===== src/rtl/bcd_pkg.sv =====
// Shared definitions for the sequential BCD-to-binary converter.
//   - Digit constants used by the reverse double-dabble adjust step
//   - FSM state encoding
//   - Helper functions for counter sizing
package bcd_pkg;

    localparam int       DIGIT_W    = 4;
    localparam logic [3:0] MAX_DIGIT  = 4'd9;
    localparam logic [3:0] ADJ_THRESH = 4'd8;
    localparam logic [3:0] ADJ_SUB    = 4'd3;

    typedef enum logic {
        IDLE  = 1'b0,
        SHIFT = 1'b1
    } state_e;

    // Ceiling log2 with a constant loop bound so it elaborates as a constant.
    function automatic int clog2(input int unsigned value);
        int result;
        result = 0;
        for (int i = 0; i < 32; i++) begin
            if ((32'd1 << i) < value) begin
                result = i + 1;
            end else begin
                result = result;
            end
        end
        return result;
    endfunction

    // The bit counter must hold values 0 .. 4*digits.
    function automatic int cnt_width(input int unsigned digits);
        return clog2(4 * digits + 1);
    endfunction

endpackage


===== src/rtl/bcd_to_bin_seq_digit_adj.sv =====
// bcd_digit_adj: combinational adjust of one BCD digit for reverse
// double-dabble. A shifted digit of 8 or more received a carried-in half
// of 10 (i.e. 5 becoming 8), so 3 is removed to restore a valid digit.
// Ports:
//   d_in  - 4-bit digit after the right shift
//   d_out - adjusted digit
module bcd_digit_adj
    import bcd_pkg::*;
(
    input  logic [3:0] d_in,
    output logic [3:0] d_out
);

    // Subtract 3 from digits at or above the threshold.
    always_comb begin
        if (d_in >= ADJ_THRESH) begin
            d_out = d_in - ADJ_SUB;
        end else begin
            d_out = d_in;
        end
    end

endmodule


===== src/rtl/bcd_to_bin_seq.sv =====
// bcd_to_bin_seq: sequential BCD-to-binary converter (reverse double-dabble).
// One shift per clock; 4*DIGITS clocks per conversion, START/BUSY/DONE
// handshake.
// Ports:
//   CLK     - rising-edge clock
//   RST_N   - asynchronous active-low reset
//   START   - conversion request, sampled only while idle
//   BCD_IN  - packed BCD, digit 0 in [3:0], sampled on the accepting edge
//   BIN_OUT - registered binary result, held until the next completion
//   BUSY    - conversion in progress
//   DONE    - one-cycle pulse when BIN_OUT/ERR update
//   ERR     - last accepted input had a digit > 9 (only with BCD_CHECK_EN)
// Configuration macro: BCD_CHECK_EN enables the invalid-digit check with a
// one-cycle error completion; without it ERR is tied low.
module bcd_to_bin_seq
    import bcd_pkg::*;
#(
    parameter int DIGITS = 3,
    parameter int BIN_W  = 10
) (
    input  logic                  CLK,
    input  logic                  RST_N,
    input  logic                  START,
    input  logic [4*DIGITS-1:0]   BCD_IN,
    output logic [BIN_W-1:0]      BIN_OUT,
    output logic                  BUSY,
    output logic                  DONE,
    output logic                  ERR
);

    localparam int FW    = DIGIT_W * DIGITS;
    localparam int SR_W  = 2 * FW;
    localparam int CNT_W = cnt_width(DIGITS);
    localparam logic [CNT_W-1:0] LAST_CNT = CNT_W'(FW - 1);

    state_e             state_q, state_d;
    logic [SR_W-1:0]    sr_q, sr_d;
    logic [CNT_W-1:0]   cnt_q, cnt_d;
    logic [BIN_W-1:0]   bin_q, bin_d;
    logic               busy_q, busy_d;
    logic               done_q, done_d;

    logic [SR_W-1:0]    shifted_s;
    logic [FW-1:0]      adj_bcd_s;
    logic [SR_W-1:0]    shift_next_s;

    // Whole register {bcd field, bin field} moves right by one each step.
    always_comb begin
        shifted_s = sr_q >> 1;
    end

    genvar g;
    generate
        for (g = 0; g < DIGITS; g++) begin : g_adj
            bcd_digit_adj u_adj (
                .d_in  (shifted_s[FW + g*DIGIT_W +: DIGIT_W]),
                .d_out (adj_bcd_s[g*DIGIT_W +: DIGIT_W])
            );
        end
    endgenerate

    // Recombine adjusted bcd digits with the untouched bin field.
    always_comb begin
        shift_next_s = {adj_bcd_s, shifted_s[FW-1:0]};
    end

`ifdef BCD_CHECK_EN
    logic err_q, err_d;
    logic digit_bad_s;

    // Flag any input digit above 9.
    always_comb begin
        digit_bad_s = 1'b0;
        for (int i = 0; i < DIGITS; i++) begin
            if (BCD_IN[i*DIGIT_W +: DIGIT_W] > MAX_DIGIT) begin
                digit_bad_s = 1'b1;
            end else begin
                digit_bad_s = digit_bad_s;
            end
        end
    end
`endif

    // Next-state and datapath control for the IDLE/SHIFT sequencer.
    always_comb begin
        state_d = state_q;
        sr_d    = sr_q;
        cnt_d   = cnt_q;
        bin_d   = bin_q;
        busy_d  = busy_q;
        done_d  = 1'b0;
`ifdef BCD_CHECK_EN
        err_d   = err_q;
`endif
        case (state_q)
            IDLE: begin
                if (START) begin
`ifdef BCD_CHECK_EN
                    if (digit_bad_s) begin
                        // Invalid input completes at once without shifting.
                        err_d   = 1'b1;
                        bin_d   = {BIN_W{1'b0}};
                        done_d  = 1'b1;
                        state_d = IDLE;
                    end else begin
                        err_d   = 1'b0;
                        sr_d    = {BCD_IN, {FW{1'b0}}};
                        cnt_d   = {CNT_W{1'b0}};
                        busy_d  = 1'b1;
                        state_d = SHIFT;
                    end
`else
                    sr_d    = {BCD_IN, {FW{1'b0}}};
                    cnt_d   = {CNT_W{1'b0}};
                    busy_d  = 1'b1;
                    state_d = SHIFT;
`endif
                end else begin
                    state_d = IDLE;
                end
            end
            SHIFT: begin
                sr_d  = shift_next_s;
                cnt_d = cnt_q + CNT_W'(1);
                if (cnt_q == LAST_CNT) begin
                    // Final shift: bcd field is now empty, bin field holds the value.
                    bin_d   = shift_next_s[BIN_W-1:0];
                    done_d  = 1'b1;
                    busy_d  = 1'b0;
                    state_d = IDLE;
                end else begin
                    state_d = SHIFT;
                end
            end
            default: begin
                state_d = IDLE;
                busy_d  = 1'b0;
            end
        endcase
    end

    // Sequencer and datapath registers.
    always_ff @(posedge CLK or negedge RST_N) begin
        if (!RST_N) begin
            state_q <= IDLE;
            sr_q    <= {SR_W{1'b0}};
            cnt_q   <= {CNT_W{1'b0}};
            bin_q   <= {BIN_W{1'b0}};
            busy_q  <= 1'b0;
            done_q  <= 1'b0;
        end else begin
            state_q <= state_d;
            sr_q    <= sr_d;
            cnt_q   <= cnt_d;
            bin_q   <= bin_d;
            busy_q  <= busy_d;
            done_q  <= done_d;
        end
    end

`ifdef BCD_CHECK_EN
    // Sticky error flag, cleared by the next accepted valid request.
    always_ff @(posedge CLK or negedge RST_N) begin
        if (!RST_N) begin
            err_q <= 1'b0;
        end else begin
            err_q <= err_d;
        end
    end

    assign ERR = err_q;
`else
    assign ERR = 1'b0;
`endif

    assign BIN_OUT = bin_q;
    assign BUSY    = busy_q;
    assign DONE    = done_q;

endmodule


===== config.mk =====
export PLATFORM = sky130hd
export DESIGN_NAME = bcd_to_bin_seq
export DESIGN_NICKNAME = d
export VERILOG_FILES = /design/src/rtl/bcd_pkg.sv /design/src/rtl/bcd_to_bin_seq_digit_adj.sv /design/src/rtl/bcd_to_bin_seq.sv
export SDC_FILE = /design/constraint.sdc
export NUM_CORES = 1
export LEC_CHECK = 0
export BUFFER_PORTS_ARGS = -buffer_cell sky130_fd_sc_hd__buf_4
export CAP_MARGIN = 20
export CORE_AREA = 2 2 67 75
export DETAILED_ROUTE_END_ITERATION = 6
export DIE_AREA = 0 0 69 77
export PLACE_DENSITY_LB_ADDON = 0.15
export SYNTH_ARGS = -nofsm -noshare
export SYNTH_HDL_FRONTEND = slang
export SYNTH_HIERARCHICAL = 1
export SYNTH_SLANG_ARGS = --single-unit

===== constraint.sdc =====
create_clock -name CLK -period 2.35 [get_ports CLK]
set_clock_uncertainty 0.05 [all_clocks]
set_input_delay 0.3525 -clock CLK [delete_from_list [all_inputs] [get_ports CLK]]
set_output_delay 0.3525 -clock CLK [all_outputs]
set_load 0.005 [all_outputs]

==> results of run 1 <==
==> routing by layer <==
metal  track usage [%]  up-vias  wire, um
li1                  -      649         -
met1              16.3      636      1530
met2              23.9       24      1660
met3              4.07        4       129
met4              5.69        0        58
met5                 0        -         0
==> Yosys cell counts <==
cell type / n / share of area (%)
nand4b_4: 1 / 1.2
buf_6: 1 / 0.57
mux2_2: 1 / 0.57
nand3b_1: 1 / 0.38
nor2_1: 3 / 0.57
a22o_1: 2 / 0.89
a21o_1: 1 / 0.38
a21oi_1: 6 / 1.5
mux2_4: 9 / 6.8
nor2b_1: 3 / 0.95
nand2b_1: 13 / 4.1
clkbuf_1: 2 / 0.38
o21ai_1: 1 / 0.25
xor2_1: 3 / 1.3
buf_4: 4 / 1.5
buf_2: 4 / 1.0
nor3b_1: 1 / 0.38
conb_1: 1 / 0.19
dfrtp_1: 40 / 51
ha_1: 7 / 4.4
nand3_1: 1 / 0.25
nand2_1: 27 / 5.1
inv_1: 8 / 1.5
mux2i_1: 13 / 6.6
xnor2_1: 5 / 2.2
o21ai_0: 24 / 6.1
==> report_power, final <==
group	switching [W]	internal [W]
clock	0.000229	0.000315
sequential	0.000311	0.00102
combinational	0.000462	0.000635
total	0.00100	0.00197
==> state kept, by name, summed over array words and instances (netlist names) <==
register	flops
BUSY	1
cnt_q	4
BIN_OUT	10
state_q	1
DONE	1
sr_q	23
==> worst max-delay path: cells and delay by family, from the launching register on <==
kind             cells  cell delay, ns
AND/OR/NAND/NOR      1            0.36
multiplexers         1            0.39
flip-flops           1            0.71
==> metrics by stage <==
step / hold slack, ns / setup WS (ns) / power [W]
4_1_cts: 0.298 / 0.708 / 0.00303
3_5_place_dp: 0.314 / 0.720 / 0.00247
2_1_floorplan: 0.00691 / 0.965 / 0.00211
5_1_grt: 0.318 / 0.603 / 0.00325
6_report: 0.308 / 0.716 / 0.00297
3_3_place_gp: 0.311 / 0.790 / 0.00240
==> how the worst max path moves through the flow <==
| stage | slack (ns) | end | start | cells after the start |
|---|---|---|---|---|
| global placement | 0.79 | BIN_OUT[8]$_DFFE_PN0P_ | state_q$_DFF_PN0_ | 2 |
| finish | 0.72 | BIN_OUT[1]$_DFFE_PN0P_ | state_q$_DFF_PN0_ | 2 |
| detailed placement | 0.72 | BIN_OUT[1]$_DFFE_PN0P_ | state_q$_DFF_PN0_ | 2 |
| global route | 0.60 | BIN_OUT[1]$_DFFE_PN0P_ | state_q$_DFF_PN0_ | 2 |
| CTS | 0.71 | BIN_OUT[1]$_DFFE_PN0P_ | state_q$_DFF_PN0_ | 2 |
| floorplan | 0.97 | BIN_OUT[0]$_DFFE_PN0P_ | cnt_q[0]$_DFFE_PN0P_ | 4 |
==> logic make-up (layout without fill, tap and decap cells) <==
kind of cell | count (synthesis) | after routing
XOR/XNOR | 8 | 8
buffers and inverters | 19 | 45
AND/OR/NAND/NOR | 50 | 50
other | 1 | 6
multiplexers | 23 | 23
AO/OA/AOI/OAI | 34 | 34
flip-flops | 40 | 40
adder cells (fa/ha/maj) | 7 | 7
==> timing repair <==
item	4_1_cts	5_1_grt
endpoints found under the setup margin	0	0
hold endpoints to repair	30	0
hold buffers	1	0
==> area by class of cell <==
class,count,area (um^2)
Fill cell,430,2230
Sequential cell,40,1000
Multi-Input combinational cell,128,893
Timing Repair Buffer,29,220
Clock buffer,6,72.6
Tap cell,56,70.1
Clock inverter,2,35.0
Inverter,8,30.0
==> results.cfg, run 1 <==
[timing]
rsz0062_at_grt = no
fin_tns_setup_ns = 0
setup_violations = 0
tightest_slew_ns = 0.579
timing.final.hold_violations = 0
fmax_ghz = 0.612
relSlewSlack_pct = 61.4
fin_crit_ns = 1.63
slew_viol_final = 0
fin_crit_sh_pct = 69.6

[cts]
htree_levels = 2
clk-insertion-delay-late_ns = 0.29
cts_tree = yes
cts_root_buf = clkbuf_8
post-cts-setup-buffers = 0
cts_resized = 0
clk_pin_slew_ns = 0.07
clockBufferDepth = 2
cts-buffers-inserted = 5
cts_sinks = 40

[yosys]
synth-seq-cells = 40
netlist-cell-type-count = 26
syn_inst = 182
synthXorXnorAreaFrac_pct = 3.55
syn_area_um2 = 1970
synth_compound_area_share_pct = 9.13
synth-simple-area-share_pct = 13.0
syn_area_per_cell_um2 = 10.8
synthAdderAreaFrac_pct = 4.44
synth_top_family_by_area = multiplexers
synth.area.mux_share_pct = 14.0
yosysWarnings = 6
synth_seq_area_share_pct = 50.7

[layout]
postLayoutCellArea_um2 = 2320
syn2layout_area_growth_pct = 17.6
nNetsFinal = 234
final_util_pct = 51.0
fin_cells = 269
final_layout_size_suffix_gt1_share_pct = 21.6
mostFrequentLayoutCells = dfrtp_1 (40), buf_4 (28), nand2_1 (27)
n_antenna_cell = 0
final_common_cell = dfrtp_1

[place]
dpl-instance-area_um2 = 2200
dp_hpwl_um = 2370
port_buffers = 26
gp_congestion = 0.690
place_inst = 260

[critical_path]
critPathLaunchType = register
cp_cell_sequence = nand4b_4, mux2_4
rr_startpoint = state_q$_DFF_PN0_
cp-end-kind = register
reg2reg_to = BIN_OUT[1]$_DFFE_PN0P_
criticalPathCategory = reg -> reg
r2r_setup_slack_ns = 0.72
critPathMaxFanout = 18
cp_slowest_cell = dfrtp_1
r2r_cells = 2
required_ns = 2.48
crit_arrival_ns = 1.76
max_stage_delay_ns = 0.71

[floorplanning]
die_x_um = 69
fp.dieArea_um2 = 5310
rows = 26
start_util_pct = 43.4
pin_count = 28
fp.coreArea_um2 = 4550
dieHeight_um = 77

[route]
drtIter0Drc = 79
drcViolationCount = 0
totalWireLength_um = 3380
drtPass1Iterations = 4
routedWlPerCell_um = 12.6
num_vias = 1313
postRouteAntennaNets = 0
viasPerCell = 4.88

[global_routing]
antenna_found_initial = 0
first_global_vias = 1314
grt_pass1_wl_um = 5980
grt_use_total_pct = 14.0
overflow = 0
grt_max_degree = 41

[min_path]
hold_path_end = sr_q[21]$_DFFE_PN0P_
min_path_type = in -> reg
worstHoldStart = BCD_IN[9]
min_path_cells = 3

[power]
power_density_nw_per_um2 = 1280
p_leak_nw = 1.17
ir_drop_v = 0.000557

[status]
status = completed

[flow_run]
max-cap-violations = 0
Note: power is estimated with default switching activity, not from simulation.
==> run 2: changes to the inputs <==
--- a/config.mk
+++ b/config.mk
@@ -5,11 +5,12 @@
 export SDC_FILE = /design/constraint.sdc
 export NUM_CORES = 1
 export LEC_CHECK = 0
+export ABC_AREA = 1
 export BUFFER_PORTS_ARGS = -buffer_cell sky130_fd_sc_hd__buf_4
 export CAP_MARGIN = 20
-export CORE_AREA = 2 2 67 75
+export CORE_AREA = 2 2 66 74
 export DETAILED_ROUTE_END_ITERATION = 6
-export DIE_AREA = 0 0 69 77
+export DIE_AREA = 0 0 68 76
 export PLACE_DENSITY_LB_ADDON = 0.15
 export SYNTH_ARGS = -nofsm -noshare
 export SYNTH_HDL_FRONTEND = slang
==> constraint.sdc (replaced) <==
create_clock -name CLK -period 1.5 [get_ports CLK]
set_clock_uncertainty 0.05 [all_clocks]
set_input_delay 0.225 -clock CLK [delete_from_list [all_inputs] [get_ports CLK]]
set_output_delay 0.225 -clock CLK [all_outputs]
set_load 0.005 [all_outputs]
==> results.cfg, run 2 <==
[timing]
rsz0062_at_grt = no
relSlewSlack_pct = 65.9
slew_viol_final = 0
fmax_ghz = 0.802
fin_crit_ns = 1.25
fin_tns_setup_ns = 0
tightest_slew_ns = 0.512
fin_crit_sh_pct = 83.1
timing.final.hold_violations = 0
setup_violations = 0

[yosys]
synth_seq_area_share_pct = 51.9
syn_inst = 231
synth-seq-cells = 40
synth.most_common_cell = nand2_1
netlist-cell-type-count = 20
syn_area_um2 = 1930
synth_top_area_share_pct = 51.9
syn_area_per_cell_um2 = 8.34
synth_largest_area_cell = dfrtp_1
synth_common_cells = nand2_1 (94), dfrtp_1 (40), inv_1 (30), nand3_1 (16), o22ai_1 (9)
synth-edff-count = 0
synthTopCellsByArea = dfrtp_1 (52%), nand2_1 (18%), inv_1 (5.8%), ha_1 (4.5%), nand3_1 (4.2%)
ys_async_sr_fraction_pct = 100
yosysWarnings = 6
synth_ff_type = dfrtp_1

[critical_path]
required_ns = 1.68
crit_arrival_ns = 1.43
path_buf_inv = 0
criticalPathCategory = reg -> reg
cp_slowest_cell = dfrtp_1
crit_path_frequent_cell = nand2_1
cp-end-kind = register
critPathMaxFanout = 13
critPathLaunchType = register
cp_cell_sequence = nand2_4, nor2_4, nand2_1, nand2_1
crit_family = flip-flops
max_stage_delay_ns = 0.57

[cts]
post-cts-setup-buffers = 0
clk_pin_slew_ns = 0.08
cts_resized = 0
cts-buffers-inserted = 5
cts_tree = yes
clk-insertion-delay-late_ns = 0.29
cts_root_buf = clkbuf_8
htree_levels = 2
clockBufferDepth = 2
hold_buffers = 1
cts_sinks = 40

[layout]
postLayoutCellArea_um2 = 2300
final_layout_size_suffix_gt1_share_pct = 16.4
syn2layout_area_growth_pct = 19.2
top_register = sr_q
final_common_cell = nand2_1
n_antenna_cell = 0
nNetsFinal = 289
mostFrequentLayoutCells = nand2_1 (94), dfrtp_1 (40), inv_1 (30)
largest_reg_flops = 23

[flow_run]
max-cap-violations = 0

[route]
drtPass1Iterations = 6
drcViolationCount = 0
totalWireLength_um = 3490
viasPerCell = 4.57
drtIter0Drc = 51
num_vias = 1482
routedWlPerCell_um = 10.8
postRouteAntennaNets = 0

[floorplanning]
pin_count = 28
fp.dieArea_um2 = 5170
start_util_pct = 42.9
rows = 26
die_x_um = 68
dieHeight_um = 76
fp.coreArea_um2 = 4490

[global_routing]
global_route.usage.met3_pct = 4.43
grt_pass1_wl_um = 6340
busiest_layer = met2
antenna_found_initial = 0
first_global_vias = 1425
overflow = 0
grt_use_total_pct = 15.7
grt_max_degree = 41
met2_usage_pct = 25.0
met1_usage_pct = 20.5

[power]
power_density_nw_per_um2 = 1980
finalPower_w = 0.00455
ir_drop_v = 0.000865
p_leak_nw = 1.26

[min_path]
min_path_type = in -> reg

[place]
dp_hpwl_um = 2380
dpl-instance-area_um2 = 2180
port_buffers = 26
gp_congestion = 0.726

[status]
status = completed
run 2: cell count changes after synthesis, sizes merged, moves of 4 or more:
cell	delta
nand2	+70
xnor2	-5
o22ai	+9
nor2	+4
o21ai	-19
nand3	+15
nand2b	-13
inv	+25
a21oi	-4
mux2	-10
mux2i	-13
run 2: through the flow:
stage	util [%]	setup slack, ns	hold WS, ns	std cells
after floorplan	-	0.367	-0.121	237
after global placement	48.5	0.274	0.189	315
after detailed placement	48.5	0.256	0.189	315
after CTS	51.1	0.239	0.0754	324
after global routing	51.1	0.143	0.0820	324
final	51.1	0.254	0.0821	324
run 2: kinds of logic after synthesis:
group / count (synthesis) / synth area share [%]
simple gates: 120 / 26.3
flops: 40 / 51.9
compound gates: 20 / 6.17
other cells: 1 / 0.195
fa+ha+maj: 7 / 4.55
xor+xnor: 3 / 1.36
buf+inv: 40 / 9.48
run 2: routing by layer:
layer	vias up	share of wire [%]
met5	-	0
met4	0	1.0
met3	4	4.0
met2	27	49
met1	685	46
li1	766	-
run 2: path summary, 6_finish.rpt:
path | startpoint | endpoint | slack (ns) | cells after the start
min in group asynchronous | RST_N | cnt_q[2]$_DFFE_PN0P_ | 0.40 | 2
min | BCD_IN[5] | sr_q[17]$_DFFE_PN0P_ | 0.08 | 3
min reg2reg | sr_q[3]$_DFFE_PN0P_ | BIN_OUT[2]$_DFFE_PN0P_ | 0.42 | 2
max reg2reg | state_q$_DFF_PN0_ | BIN_OUT[7]$_DFFE_PN0P_ | 0.25 | 4
max in group asynchronous | RST_N | sr_q[20]$_DFFE_PN0P_ | 0.65 | 2
max | state_q$_DFF_PN0_ | BIN_OUT[7]$_DFFE_PN0P_ | 0.25 | 4
run 2: cell type report:
type	count	area, um^2
fill	454	2190
sequential	40	1000
multi-input combinational	157	766
timing repair buffer	30	228
inverter	33	124
clock buffer	6	72.6
tap	56	70.1
clock inverter	2	35.0
run 2: worst register-to-register path, stage by stage (launching register included):
cell and delay, ns:
dfrtp_1 0.57, nand2_4 0.11, nor2_4 0.30, nand2_1 0.09, nand2_1 0.08
run 2: where the power goes:
group	switching [W]	internal, W
combinational	0.000904	0.000796
clock	0.000376	0.000494
sequential	0.000399	0.00158
total	0.00168	0.00287
